$ cat src/rtl/mul_div_unit.sv
`default_nettype none
// ============================================================================
// Module      : mul_div_unit
// Description : Iterative 32-bit multiply/divide unit with HI/LO result
//               registers. MULT/MULTU use a radix-2 shift-add multiplier.
//               DIV/DIVU use a restoring divider. Both run 32 iterations.
//               MTHI/MTLO write HI/LO directly in a single cycle.
// Ports       : clk    - clock, rising edge active
//               rst_n  - synchronous active-low reset
//               a      - rs operand (multiplicand / dividend / MTHI-MTLO data)
//               b      - rt operand (multiplier / divisor)
//               op     - 000 MULT, 001 MULTU, 010 DIV, 011 DIVU,
//                        100 MTHI, 101 MTLO, 11x no-op
//               start  - request; a, b and op are sampled on the same edge
//               hi, lo - HI/LO registers, always visible
//               busy   - iterative operation in progress
//               done   - one-cycle pulse when HI/LO take a mul/div result
// Revision    : 1.0 - initial release
// ============================================================================
module mul_div_unit (
    input  logic        clk,
    input  logic        rst_n,
    input  logic [31:0] a,
    input  logic [31:0] b,
    input  logic [2:0]  op,
    input  logic        start,
    output logic [31:0] hi,
    output logic [31:0] lo,
    output logic        busy,
    output logic        done
);

    typedef enum logic [1:0] {
        ST_IDLE   = 2'd0,
        ST_CALC   = 2'd1,
        ST_FINISH = 2'd2
    } state_t;

    localparam logic [2:0] OP_MTHI   = 3'b100;
    localparam logic [2:0] OP_MTLO   = 3'b101;
    localparam logic [5:0] LAST_ITER = 6'd31;

    state_t      state_q, state_d;
    logic [5:0]  cnt_q, cnt_d;
    // Multiply: {partial product, remaining multiplier bits}.
    // Divide:   [31:0] holds dividend bits shifting out / quotient shifting in.
    logic [63:0] acc_q, acc_d;
    logic [32:0] rem_q, rem_d;       // divide partial remainder
    logic [31:0] opb_q, opb_d;       // multiplicand or divisor magnitude
    logic        is_div_q, is_div_d;
    logic        neg_res_q, neg_res_d;  // negate product / quotient
    logic        neg_rem_q, neg_rem_d;  // negate remainder (dividend sign)
    logic        dbz_q, dbz_d;          // divide by zero
    logic [31:0] hi_q, hi_d;
    logic [31:0] lo_q, lo_d;
    logic        done_q, done_d;

    logic        signed_op;
    logic [31:0] abs_a;
    logic [31:0] abs_b;
    logic [32:0] mul_sum;
    logic [32:0] div_shift;
    logic [32:0] div_diff;
    logic [63:0] prod_fix;
    logic [31:0] quo_fix;
    logic [31:0] rem_fix;
    logic        unused_rem_msb;

    // MULT and DIV are the even encodings of the arithmetic group.
    assign signed_op = ~op[0];
    assign abs_a     = (signed_op && a[31]) ? (~a + 32'd1) : a;
    assign abs_b     = (signed_op && b[31]) ? (~b + 32'd1) : b;

    // Shift-add step: conditionally add the multiplicand into the upper half,
    // keeping the carry as the new MSB before the right shift.
    assign mul_sum   = {1'b0, acc_q[63:32]} + (acc_q[0] ? {1'b0, opb_q} : 33'd0);

    // Restoring step: bring in the next dividend bit and trial-subtract.
    // The partial remainder is always below the divisor, so 33 bits suffice
    // for the sign of the difference to be exact.
    assign div_shift = {rem_q[31:0], acc_q[31]};
    assign div_diff  = div_shift - {1'b0, opb_q};

    assign prod_fix  = neg_res_q ? (~acc_q + 64'd1) : acc_q;
    assign quo_fix   = neg_res_q ? (~acc_q[31:0] + 32'd1) : acc_q[31:0];
    // With a zero divisor the remainder ends up equal to |a|; restoring the
    // dividend sign therefore yields the raw a for both DIV and DIVU.
    assign rem_fix   = neg_rem_q ? (~rem_q[31:0] + 32'd1) : rem_q[31:0];

    // The remainder MSB is structurally always zero after a step.
    assign unused_rem_msb = rem_q[32];

    always_comb begin
        state_d   = state_q;
        cnt_d     = cnt_q;
        acc_d     = acc_q;
        rem_d     = rem_q;
        opb_d     = opb_q;
        is_div_d  = is_div_q;
        neg_res_d = neg_res_q;
        neg_rem_d = neg_rem_q;
        dbz_d     = dbz_q;
        hi_d      = hi_q;
        lo_d      = lo_q;
        done_d    = 1'b0;

        case (state_q)
            ST_IDLE: begin
                if (start) begin
                    if (!op[2]) begin
                        // op[1] distinguishes divide from multiply.
                        is_div_d  = op[1];
                        acc_d     = {32'd0, op[1] ? abs_a : abs_b};
                        opb_d     = op[1] ? abs_b : abs_a;
                        rem_d     = 33'd0;
                        cnt_d     = 6'd0;
                        neg_res_d = signed_op & (a[31] ^ b[31]);
                        neg_rem_d = signed_op & a[31];
                        dbz_d     = (b == 32'd0);
                        state_d   = ST_CALC;
                    end else if (op == OP_MTHI) begin
                        hi_d = a;
                    end else if (op == OP_MTLO) begin
                        lo_d = a;
                    end
                end
            end

            ST_CALC: begin
                cnt_d = cnt_q + 6'd1;
                if (is_div_q) begin
                    acc_d = {acc_q[63:32], acc_q[30:0], ~div_diff[32]};
                    rem_d = div_diff[32] ? div_shift : div_diff;
                end else begin
                    acc_d = {mul_sum, acc_q[31:1]};
                end
                if (cnt_q == LAST_ITER) begin
                    state_d = ST_FINISH;
                end
            end

            ST_FINISH: begin
                done_d  = 1'b1;
                state_d = ST_IDLE;
                if (is_div_q) begin
                    lo_d = dbz_q ? 32'hFFFF_FFFF : quo_fix;
                    hi_d = rem_fix;
                end else begin
                    hi_d = prod_fix[63:32];
                    lo_d = prod_fix[31:0];
                end
            end

            default: begin
                state_d = ST_IDLE;
            end
        endcase
    end

    always_ff @(posedge clk) begin
        if (!rst_n) begin
            state_q   <= ST_IDLE;
            cnt_q     <= 6'd0;
            acc_q     <= 64'd0;
            rem_q     <= 33'd0;
            opb_q     <= 32'd0;
            is_div_q  <= 1'b0;
            neg_res_q <= 1'b0;
            neg_rem_q <= 1'b0;
            dbz_q     <= 1'b0;
            hi_q      <= 32'd0;
            lo_q      <= 32'd0;
            done_q    <= 1'b0;
        end else begin
            state_q   <= state_d;
            cnt_q     <= cnt_d;
            acc_q     <= acc_d;
            rem_q     <= rem_d;
            opb_q     <= opb_d;
            is_div_q  <= is_div_d;
            neg_res_q <= neg_res_d;
            neg_rem_q <= neg_rem_d;
            dbz_q     <= dbz_d;
            hi_q      <= hi_d;
            lo_q      <= lo_d;
            done_q    <= done_d;
        end
    end

    assign busy = (state_q != ST_IDLE);
    assign hi   = hi_q;
    assign lo   = lo_q;
    assign done = done_q;

endmodule
`default_nettype wire

$ cat config.mk
export PLATFORM = sky130hd
export DESIGN_NAME = mul_div_unit
export DESIGN_NICKNAME = d
export VERILOG_FILES = /design/src/rtl/mul_div_unit.sv
export SDC_FILE = /design/constraint.sdc
export NUM_CORES = 1
export LEC_CHECK = 0
export ABC_AREA = 1
export CORE_AREA = 3 3 246 248
export DETAILED_ROUTE_END_ITERATION = 16
export DIE_AREA = 0 0 249 251
export GPL_ROUTABILITY_DRIVEN = 0
export PLACE_DENSITY = 0.53
export RECOVER_POWER = 100
export SYNTH_ARGS = -nofsm -noshare
export SYNTH_HDL_FRONTEND = slang
export SYNTH_SLANG_ARGS = --single-unit
export TNS_END_PERCENT = 5
$ cat constraint.sdc
create_clock -name clk -period 7.01 [get_ports clk]
set_input_delay 2.103 -clock clk [delete_from_list [all_inputs] [get_ports clk]]
set_output_delay 2.103 -clock clk [all_outputs]
set_load 0.05 [all_outputs]
==> run metrics, run 1 <==
WL per Instance 20.9 microns; Ys Warns 0; Post-Synth Adder-Cell Area 4.56%; via count 23100; Clock Skews 0.0322 ns; Tot GR Track Use 27.7%; register bit total from synthesis 205; Core Region 58700 sq um; RSZ-0062 raised after global routing false; initial DRC count 2514; worst min path class flop to flop; CTS buffer count 27; ys flop type dfxtp_1; number of diodes 0; Max-Cap Viols 2; DIE AREA 62500 sq um; Tmin final 5.67 ns; worst skew pair latency 0.58 ns; RR Startpoint state_q[0]; Antenna Nets Post-Route 0; arrival time at the worst endpoint 6.11 ns; worst reg2reg path endpoint opb_q[19]; initial antenna violation count 4; Pre-antenna DRT Iters 6; Syn Std Cell Area 19800 sq um; fraction of synthesized cell area in xor and xnor cells 2.52%; Synth area leaders dfxtp_1 (21%), nand2_1 (19%), nor2_1 (8.2%), inv_1 (8.2%), a21oi_1 (6.5%); # H-tree levels 1; mux contribution to synthesized area 0%; die height 251 microns; postcts setup bufs 0; Hold Violations, Final 0; Num Clock Sinks 205; CTS max path bufs 3; IO Count 136; Hold Path End dbz_q; leak pwr 0.0110 uW; CP Launch Type input port; Final TNS setup 0 ns; Area Overhead vs Synth 13.8%; peak supply drop 0.254 mV; Slowest-stage cell, CP clkbuf_1; Post-synth EDFFs 0; CTS clk-pin slew, worst paths 0.06 ns; Worst EP required 7.45 ns; root buffer cell clkbuf_16; crit path cell chain dlygate4sd3_1 -> nor2_1 -> o21ai_0 -> clkbuf_1 -> nor2_4 -> nand2_2 -> inv_1 -> nand2_1 -> o21ai_0 -> o21ai_0 -> inv_1; Post-Syn Area per Cell 5.69 sq um; FFs w/ async S/R, synth 0%; cts hold-fix bufs 0; CP Capture Type flop; non-filler cells, final 4336; drt total wl 90.6 mm; sequential-to-total area share from yosys stat 20.7%; Synth top area share 20.7%; cell mode on critical path o21ai_0; cell taking the most area after synthesis dfxtp_1; Synth cell types 52; DR vias/cell 5.33; HPWL reported at the end of detailed placement 73.6 mm; CP Class input port to flop; Cells after Synth 3484; Fmax achieved 176 MHz; top-count cell post-synth nand2_1; Compound-Gate Fraction of Synth Area 18.7%; CTS tree done; Pins Over Slew Limit 91; synthesized net count 3625; Worst-Margin Slew 2.71 ns; first-pass GRT wire length 133 mm; Power Density 209 nW/um^2; Slew Limit Headroom -81.0%; R2R depth 9; status finished, violations left; DR DRC count 0; hold depth 2; HP Start dbz_q; Post-Synth Simple-Gate Area 41.8%; final period utilization 80.9%; Post-synth top cells nand2_1 (1014), nor2_1 (434), inv_1 (433); r2r setup slk 3.09 ns; layout cells sized above 1 6.03%; Initial Utilization 33.8%; Core Rows 89; post-placement cell count 4287; post-cts gate resize count 0; vias in the first global route 20900; CP Max Fanout 35; violated checks max-capacitance violations, max-slew violations; Nets 3684; CP max stage delay 1.39 ns; gr ovfl total 0; largest family of logic cells by synthesized area simple AND/OR/NAND/NOR gates; largest net degree at the start of global routing 82; Die Wd 249 microns; PortBufs 135; final setup vio count 0
-- kinds of logic after synthesis --
kind of cell             count (synthesis)
XOR/XNOR                                57
adder cells (fa/ha/maj)                 71
flip-flops                             205
AO/OA/AOI/OAI                          658
AND/OR/NAND/NOR                       1907
buffers and inverters                  586
-- cells in the final DEF (no fill, tap or decap), drive strengths merged, types with 32 or more instances in the layout --
| cell type | synthesis | final |
|---|---|---|
| inv | 457 | 457 |
| ha | 69 | 69 |
| clkdlybuf4s50 | 0 | 66 |
| nand4 | 37 | 37 |
| dlygate4sd3 | 0 | 68 |
| nor3 | 35 | 35 |
| clkbuf | 78 | 42 |
| nand2 | 1055 | 1055 |
| dfxtp | 205 | 205 |
| a21oi | 280 | 280 |
| xor2 | 36 | 36 |
| nor2 | 451 | 451 |
| o21ai | 276 | 276 |
| nand3 | 273 | 273 |
| a221oi | 32 | 32 |
-- worst max-delay path: cells and delay by family --
family                 cells  cell delay [ns]
AND/OR/NAND/NOR            4             1.14
AO/OA/AOI/OAI              3             0.41
buffers and inverters      4             2.44
-- report_power, final --
| part | internal, uW | switching [uW] |
|---|---|---|
| combinational | 540 | 1360 |
| clock | 792 | 591 |
| sequential | 1270 | 160 |
| total | 2600 | 2110 |
-- sequential cells by signal (all words and copies together), names as in the netlist, 2 cells and up --
register,count
rem_q,32
lo,32
acc_q,64
opb_q,32
hi,32
cnt_q,6
state_q,2
-- cell type report --
cell class                 instances  area [sq um]
multi-input combinational       2693         13400
clock inverter                    11           106
inverter                         459          1720
sequential                       205          4110
timing repair buffer             157          1500
tap                              773           967
clock buffer                      38           757
fill                            6627         36100
-- routing by layer --
metal	up-vias	global-route usage, %	part of all wire (%)
met3	161	4.90	8.7
met2	984	40.8	41
met1	10600	40.1	46
li1	11400	-	-
met5	-	0	0.025
met4	4	10.5	4.3
-- stage by stage --
step	hold WS (ns)	power, uW	instance area, sq um	setup WS, ns	utilization [%]
after CTS	0.467	4700	22600	2.68	38.5
after global placement	0.469	3330	21700	2.14	37.0
final	0.469	4700	22600	1.34	38.4
after detailed placement	0.457	3310	21700	2.12	37.0
after global routing	0.489	4930	22600	1.20	38.4
after floorplan	0.443	2680	19800	3.49	-
-- how the worst max path moves through the flow --
stage | endpoint | slack (ns) | start | cells past startpoint
CTS | opb_q[6] | 2.68 | start | 12
detailed placement | opb_q[6] | 2.12 | start | 12
global route | opb_q[30] | 1.20 | op[2] | 11
floorplan | opb_q[22] | 3.49 | a[0] | 15
finish | opb_q[19] | 1.34 | op[2] | 11
global placement | opb_q[6] | 2.14 | start | 12
Power figures use the tool's default switching activity.
==> run 2, diff against run 1 <==
--- a/config.mk
+++ b/config.mk
@@ -10,7 +10,7 @@
 export DETAILED_ROUTE_END_ITERATION = 16
 export DIE_AREA = 0 0 249 251
 export GPL_ROUTABILITY_DRIVEN = 0
-export PLACE_DENSITY = 0.53
+export PLACE_DENSITY = 0.54
 export RECOVER_POWER = 100
 export SYNTH_ARGS = -nofsm -noshare
 export SYNTH_HDL_FRONTEND = slang
==> constraint.sdc (replaced) <==
create_clock -name clk -period 4.7 [get_ports clk]
set_input_delay 1.41 -clock clk [delete_from_list [all_inputs] [get_ports clk]]
set_output_delay 1.41 -clock clk [all_outputs]
set_load 0.05 [all_outputs]
==> run 2 against run 1 <==
The flow still finishes with violations (max-capacitance violations, max-slew violations). Global-route usage decreased by 0.40 points. Core utilization barely moved. Clock power rose by 50%. Total power increased by 49%. Die area unchanged. Clock-buffer cell count is 1 lower. Sequential cell count is the same. Register-to-register slack lost 1.7 ns. Clock skew is 0.00063 ns lower. Cell count is essentially flat. Routed wire length fell by 1.1%. Worst setup slack worse by 0.59 ns. Critical endpoint is now opb_q[17]. Highest routed layer is now met4.
==> run metrics, run 2 (synthesis results as in run 1) <==
status finished, violations left; violated checks max-capacitance violations, max-slew violations; first-pass GRT wire length 132 mm; die height 251 microns; Core Region 58700 sq um; Tot GR Track Use 27.3%; Hold Slack 0.492 ns; clock power share 29.4%; via count 23300; CP Class input port to flop; initial antenna violation count 0; CTS max path bufs 3; DR DRC count 0; DIE AREA 62500 sq um; Die Wd 249 microns; gr ovfl total 0; Num Clock Sinks 205; worst skew pair latency 0.59 ns; CP Max Fanout 21; Hold Violations, Final 0; Initial Utilization 33.8%; layout cells sized above 1 5.87%; CTS tree done; Psw 3130 uW; drt total wl 89.5 mm; Final TNS setup 0 ns; CTS clk-pin slew, worst paths 0.06 ns; HPWL reported at the end of detailed placement 72.9 mm; Slew Limit Headroom -6.38%; final period utilization 83.9%; Nets 3685; root buffer cell clkbuf_16; initial DRC count 2786; CP Capture Type flop; Core Rows 89; leak pwr 0.0111 uW; sw frac 44.6%; Worst-Margin Slew 1.60 ns; DR vias/cell 5.36; vias in the first global route 20900; combinational fraction of design power 40.4%; Core Util, Final 38.5%; PortBufs 135; Pre-antenna DRT Iters 7; number of fill cells 6604; peak supply drop 0.268 mV; CP Launch Type input port; number of diodes 0; Fmax achieved 253 MHz; IO Count 136; Biggest register acc_q; CTS buffer count 26; Clock Skews 0.0316 ns; largest net degree at the start of global routing 83; internal power 3890 uW; Max-Cap Viols 1; Power Density 311 nW/um^2; WL per Instance 20.7 microns; most common cell after layout, fill and taps aside nand2_1; Tmin final 3.95 ns; cts hold-fix bufs 0; arrival time at the worst endpoint 4.42 ns; post-placement cell count 4289; # H-tree levels 1; Area Overhead vs Synth 13.9%; worst min path class flop to flop; sequential share of power 30.2%; most frequent cells in the layout nand2_1 (1014), inv_1 (438), nor2_1 (434); final setup vio count 0; Largest register FFs 64; post-cts gate resize count 0; postcts setup bufs 0; non-filler cells, final 4335; Pins Over Slew Limit 35; Antenna Nets Post-Route 0; Worst EP required 5.18 ns; RSZ-0062 raised after global routing false
==> run 2: cell count changes in the layout (fill, tap and decap cells not counted), moves of 2 or more <==
| cell | before | now |
|---|---|---|
| a21oi_1 | 258 | 261 |
| a21oi_2 | 20 | 17 |
| buf_4 | 19 | 23 |
| clkbuf_1 | 11 | 9 |
| clkinv_2 | 2 | 4 |
| clkinv_4 | 4 | 1 |
| inv_1 | 436 | 438 |
| inv_2 | 20 | 18 |
| nor2_1 | 432 | 434 |
| nor2_2 | 10 | 8 |
==> run 2: cell type report <==
class / count / area (sq um) / area share [%]
clock buffers: 37 / 732 / 3.24
clock inverters: 9 / 129 / 0.571
inverters: 459 / 1720 / 7.64
multi-input cells: 2693 / 13400 / 59.3
flip-flops and latches: 205 / 4110 / 18.2
well taps: 773 / 967 / 4.29
repair buffers: 159 / 1520 / 6.74
==> run 2: layer usage <==
metal	part of all wire (%)	vias up	wire length, microns	GRT usage (%)
met5	0	-	0	0
met1	47	10800	41900	40.3
met2	42	969	37700	41.4
met4	3.3	0	2930	7.74
li1	-	11400	-	-
met3	7.8	136	6970	3.66
==> run 2: critical path: stages <==
cell	delay, ns
dlygate4sd3_1	0.58
nor2_1	0.17
o21ai_2	0.09
nor2_4	0.22
clkbuf_1	0.80
inv_1	0.57
nand2_1	0.24
o21ai_0	0.12
o21ai_0	0.16
inv_1	0.05
==> run 2: through the flow <==
step                      total power, uW  area, sq um  worst slack (ns)
after floorplan                      3990        19800              1.87
after global placement               4960        21700             0.828
after detailed placement             4940        21700             0.856
after CTS                            7010        22600              1.20
after global routing                 7360        22600             0.595
final                                7020        22600             0.754
==> run 2: path summary, 6_finish.rpt <==
kind,slack (ns),cells after the start,endpoint,from
max,0.75,10,opb_q[17],op[2]
min,0.49,2,cnt_q[5],cnt_q[5]
max reg2reg,1.34,11,acc_q[59],acc_q[0]
min reg2reg,0.49,2,cnt_q[5],cnt_q[5]
==> run 2: power groups by stage <==
stage / logic, uW / registers [uW] / clock network [uW]
global placement: 2810 / 2150 / 0
detailed placement: 2800 / 2140 / 0
global route: 3080 / 2130 / 2160
floorplan: 1760 / 2230 / 0
finish: 2840 / 2120 / 2070
CTS: 2810 / 2110 / 2090
